$ cat src/rtl/serial_word_receiver.sv
// ---------------------------------------------------------------------------
// serial_word_receiver
// Serial-in / parallel-out receiver at the far end of the 4-bit universal
// shift-register link. Collects WIDTH qualified serial bits, MSB-first or
// LSB-first, and offers the assembled word on a valid/ready handshake.
//
// Ports
//   CP         in   clock, all state changes on posedge
//   CR         in   synchronous active-low reset
//   start      in   one-cycle pulse: begin a new word, latch dir
//   dir        in   0 = MSB-first, 1 = LSB-first (sampled with start)
//   sin        in   serial data bit
//   sin_en     in   serial bit qualifier (used only while shifting)
//   par_q      out  assembled word, stable while par_valid = 1
//   par_valid  out  word available
//   par_ready  in   consumer accepts word when par_valid & par_ready
//   busy       out  high while shifting
//   overrun    out  sticky: start arrived while an unaccepted word was held
//   ovr_clr    in   clears overrun, wins over a coincident set
// ---------------------------------------------------------------------------
module serial_word_receiver #(
  parameter int WIDTH = 4
) (
  input  logic             CP,
  input  logic             CR,
  input  logic             start,
  input  logic             dir,
  input  logic             sin,
  input  logic             sin_en,
  output logic [WIDTH-1:0] par_q,
  output logic             par_valid,
  input  logic             par_ready,
  output logic             busy,
  output logic             overrun,
  input  logic             ovr_clr
);

  localparam int CW = $clog2(WIDTH + 1);

  localparam logic [1:0] ST_IDLE  = 2'd0;
  localparam logic [1:0] ST_SHIFT = 2'd1;
  localparam logic [1:0] ST_DONE  = 2'd2;

  localparam logic [CW-1:0] CNT_ZERO = {CW{1'b0}};
  localparam logic [CW-1:0] CNT_ONE  = CW'(1);
  localparam logic [CW-1:0] CNT_LAST = CW'(WIDTH - 1);

  logic [1:0]       r_state;
  logic [WIDTH-1:0] r_sr;
  logic [CW-1:0]    r_cnt;
  logic             r_dir;
  logic [WIDTH-1:0] r_par_q;
  logic             r_par_valid;
  logic             r_busy;
  logic             r_overrun;

  logic [1:0]       w_state_nxt;
  logic [WIDTH-1:0] w_sr_nxt;
  logic [CW-1:0]    w_cnt_nxt;
  logic             w_dir_nxt;
  logic [WIDTH-1:0] w_par_q_nxt;
  logic             w_ovr_set;
  logic             w_ovr_nxt;
  logic [WIDTH-1:0] w_sr_shift;

  // Shift register with the incoming bit inserted according to the latched order.
  assign w_sr_shift = r_dir ? {sin, r_sr[WIDTH-1:1]} : {r_sr[WIDTH-2:0], sin};

  // Next-state and datapath decode for the IDLE / SHIFT / DONE controller.
  always_comb begin
    w_state_nxt = r_state;
    w_sr_nxt    = r_sr;
    w_cnt_nxt   = r_cnt;
    w_dir_nxt   = r_dir;
    w_par_q_nxt = r_par_q;
    w_ovr_set   = 1'b0;
    case (r_state)
      ST_IDLE: begin
        if (start) begin
          w_state_nxt = ST_SHIFT;
          w_sr_nxt    = {WIDTH{1'b0}};
          w_cnt_nxt   = CNT_ZERO;
          w_dir_nxt   = dir;
        end else begin
          w_state_nxt = ST_IDLE;
        end
      end
      ST_SHIFT: begin
        if (start) begin
          // Abort the partial word; the bit offered this cycle is discarded.
          w_state_nxt = ST_SHIFT;
          w_sr_nxt    = {WIDTH{1'b0}};
          w_cnt_nxt   = CNT_ZERO;
          w_dir_nxt   = dir;
        end else if (sin_en) begin
          w_sr_nxt  = w_sr_shift;
          w_cnt_nxt = r_cnt + CNT_ONE;
          if (r_cnt == CNT_LAST) begin
            w_par_q_nxt = w_sr_shift;
            w_state_nxt = ST_DONE;
          end else begin
            w_state_nxt = ST_SHIFT;
          end
        end else begin
          w_state_nxt = ST_SHIFT;
        end
      end
      ST_DONE: begin
        if (par_ready) begin
          if (start) begin
            // Back-to-back: hand off and start the next word without an IDLE gap.
            w_state_nxt = ST_SHIFT;
            w_sr_nxt    = {WIDTH{1'b0}};
            w_cnt_nxt   = CNT_ZERO;
            w_dir_nxt   = dir;
          end else begin
            w_state_nxt = ST_IDLE;
          end
        end else if (start) begin
          // Held word not yet taken: drop the start and flag it.
          w_ovr_set   = 1'b1;
          w_state_nxt = ST_DONE;
        end else begin
          w_state_nxt = ST_DONE;
        end
      end
      default: begin
        w_state_nxt = ST_IDLE;
      end
    endcase
  end

  // Sticky overrun flag; clear takes priority over a coincident set.
  always_comb begin
    w_ovr_nxt = r_overrun;
    if (ovr_clr) begin
      w_ovr_nxt = 1'b0;
    end else if (w_ovr_set) begin
      w_ovr_nxt = 1'b1;
    end else begin
      w_ovr_nxt = r_overrun;
    end
  end

  // State, datapath and registered status outputs with synchronous reset.
  always_ff @(posedge CP) begin
    if (!CR) begin
      r_state     <= ST_IDLE;
      r_sr        <= {WIDTH{1'b0}};
      r_cnt       <= CNT_ZERO;
      r_dir       <= 1'b0;
      r_par_q     <= {WIDTH{1'b0}};
      r_par_valid <= 1'b0;
      r_busy      <= 1'b0;
      r_overrun   <= 1'b0;
    end else begin
      r_state     <= w_state_nxt;
      r_sr        <= w_sr_nxt;
      r_cnt       <= w_cnt_nxt;
      r_dir       <= w_dir_nxt;
      r_par_q     <= w_par_q_nxt;
      // Status flags are decoded from the next state so they track r_state exactly.
      r_par_valid <= (w_state_nxt == ST_DONE);
      r_busy      <= (w_state_nxt == ST_SHIFT);
      r_overrun   <= w_ovr_nxt;
    end
  end

  assign par_q     = r_par_q;
  assign par_valid = r_par_valid;
  assign busy      = r_busy;
  assign overrun   = r_overrun;

endmodule

$ cat config.mk
export PLATFORM = sky130hd
export DESIGN_NAME = serial_word_receiver
export DESIGN_NICKNAME = d
export VERILOG_FILES = /design/src/rtl/serial_word_receiver.sv
export SDC_FILE = /design/constraint.sdc
export NUM_CORES = 1
export LEC_CHECK = 0
export CAP_MARGIN = 20
export CORE_MARGIN = 4
export CORE_UTILIZATION = 50
export CTS_BUF_LIST = sky130_fd_sc_hd__clkbuf_2
export CTS_CLUSTER_SIZE = 24
export DETAILED_ROUTE_END_ITERATION = 10
export DONT_BUFFER_PORTS = 1
export SLEW_MARGIN = 10
export SYNTH_ARGS = -nofsm -noshare
export SYNTH_HDL_FRONTEND = slang
export SYNTH_SLANG_ARGS = --single-unit
$ cat constraint.sdc
create_clock -name CP -period 1.85 [get_ports CP]
set_input_delay 0.37 -clock CP [delete_from_list [all_inputs] [get_ports CP]]
set_output_delay 0.37 -clock CP [all_outputs]
set_load 0.03 [all_outputs]
==> impl_results.md <==
- Clock skew: 8.79 ps
- Synthesized flop and latch total: 17
- Largest cells by area after synthesis: dfxtp_1, mux2i_1, o211a_1
- DRC violations left: 0
- Worst VDD drop: 0.000449 V
- Initial Util: 55.1%
- Drt pass-1 iters: 3
- Row count: 13
- Vias/cell: 5.86
- Multi-input logic area: 355 um^2
- Post-route ant nets: 0
- Worst slew margin: 68.9%
- Cell accounting for the most synthesized area: dfxtp_1
- WHS Path Cells: 1
- Register area: 340 um^2
- Vias in the first global route: 506
- CP Cell Sequence: ha_1 > ha_1 > and2_1 > and2_0 > o211a_1
- CTS H-tree depth: 1
- Most common cell in the netlist: dfxtp_1
- Synthesized area: 743 um^2
- Hold Crit Class: primary input to register
- Reg2reg end: par_q[1]
- Crit. End Element: register
- Worst-path fanout max: 6
- Max Fclk: 652 MHz
- Die ar.: 2170 um^2
- Total CTS buffers: 3
- 1st-iter DRT viols: 1
- RSZ-0062 raised after global routing: false
- Die Y: 46.6 um
- Root Driver: clkbuf_2
- DIE WIDTH: 46.6 um
- Skew-Pair Late Insertion Delay: 290 ps
- WL/cell: 14.6 um
- Worst path most repeated cell: ha_1
- Vias: 510
- Startpoint Class: register
- CP arrival: 1730 ps
- R2r startpoint: r_cnt[0]
- Number of flops mapped to enable cells by yosys: 0
- Main synth FF type: dfxtp_1
- Worst reg2reg path depth: 5
- YS warnings: 0
- Tcrit/Tclk final: 82.9%
- Syn Area/Cell: 10.2 um^2
- Post-cts sizing count: 0
- Area delta synth->final: 1.35%
- Min Clock Period, post-route: 1530 ps
- Critical Path End: par_q[1]
- Unique masters post-synth: 25
- Total wire length: 1270 um
- Final Max Tran Viols: 0
- Post-synth top area share: 45.8%
- Core area: 1350 um^2
- CP Data Required Time: 2040 ps
- Post-synthesis net count: 83
- Longest Clk Path Bufs: 2
- Status: finished, final reports clean
- Hold_ws: 138 ps
- Worst Setup SP: r_cnt[0]
- Pwr Density: 765 nW/um^2
- First-pass GRT wire length: 2160 um
- Gp weighted congestion: 0.778
- Syn Inst Count: 73
- Port Buf Inserts: 0
- Nets: 83
- Layout cells sized above 1: 6.94%
- Setup bufs post-CTS: 0
- Largest net degree at the start of global routing: 18
- Hold Fails Final Rpt: 0
- Synth cell count leaders: dfxtp_1, mux2i_1, nand3_1, inv_1
- Setup TNS: 0 ps
- Leak: 0.302 nW
- Critical path's slowest cell: dfxtp_1
- I/O Pins: 15
- Clk slew on worst S/H paths: 150 ps
- FILL cells: 127
- Setup Viol. Count Final: 0
- GRT Overall Usage: 14.6%
- Dpl hpwl: 953 um
- Hold_buf cts: 0
- Total gr overflow: 0
- FFs w/ async S/R, synth: 0%
- CP Class: register to register
- CTS tree: built
- Max cap viols: 0
- Worst R2R Setup Slack: 320 ps
- Antenna cells: 0
- Crit-path max cell delay: 360 ps
- CTS sink count: 17
- Slew at the pin closest to its max-slew limit: 464 ps
- Seq/Total Area, Yosys: 45.8%
- Initial antenna violation count: 0
## logic make-up after synthesis
group	Yosys count	synth area share, %
AO/OA/AOI/OAI	22	22.7
adder cells (fa/ha/maj)	2	3.37
buffers and inverters	10	6.40
flip-flops	17	45.8
multiplexers	6	8.08
AND/OR/NAND/NOR	16	13.6
## critical path: cells and delay by family, from the launching register on
| kind | cells | cell delay, ps |
|---|---|---|
| compound gates | 1 | 240 |
| fa+ha+maj | 2 | 390 |
| flops | 1 | 360 |
| simple gates | 2 | 460 |
## placed cells by master, fill, tap and decap left out
master      n
a21boi_0    4
o211a_1     4
nor3b_1     2
o31ai_1     1
nor3b_4     1
nand2b_1    1
inv_1       5
nand3b_1    1
o41ai_1     1
and2_1      1
nand2_1     3
clkbuf_2    4
dfxtp_1    17
ha_1        2
o211ai_1    1
o21bai_1    1
mux2i_1     6
nand3_1     6
o21a_1      2
o2111ai_1   2
o22ai_1     4
a21oi_1     2
and2_0      1
## metal layers
metal	share of wire, %	routed length (um)	vias to the layer above	global-route usage, %
met1	45	571	233	19.1
met3	6.4	81	4	3.52
li1	-	-	262	-
met5	0	0	-	0
met4	1.7	22	0	10.2
met2	47	590	11	20.9
## registers in the layout, indices dropped and copies added, names as in the netlist
name       flops
busy           1
overrun        1
par_q          4
par_valid      1
r_cnt          3
r_dir          1
r_sr           4
r_state        2
## through the flow
step           instance area, um^2  setup WS, ps  utilization [%]  power [mW]  instances
2_1_floorplan                  743           416                -       0.419         73
3_3_place_gp                   733           376             54.3       0.419         83
3_5_place_dp                   733           338             54.3       0.420         83
4_1_cts                        753           300             55.8       0.589         87
5_1_grt                        753           202             55.8       0.612         87
6_report                       753           316             55.8       0.576         87
## worst min path at each step
stage               endpoint    start  slack, ps
finish               overrun  ovr_clr        140
detailed placement   overrun  ovr_clr        450
global route         overrun  ovr_clr        100
global placement     r_sr[0]  r_sr[0]        440
CTS                  overrun  ovr_clr        120
floorplan            r_sr[0]  r_sr[0]        430
## layout make-up
type / instances / share of cell area, %
clock buffer: 4 / 2.66
sequential: 17 / 45.2
inverter: 5 / 2.49
multi-input combinational: 46 / 47.2
tap: 15 / 2.49
## where the power goes
| part | switching, mW | leakage, nW | internal [mW] |
|---|---|---|---|
| Combinational | 0.0142 | 0.148 | 0.0148 |
| Clock | 0.107 | 0.0166 | 0.0573 |
| Sequential | 0.00973 | 0.138 | 0.372 |
| Total | 0.131 | 0.302 | 0.445 |
Power figures use the tool's default switching activity.
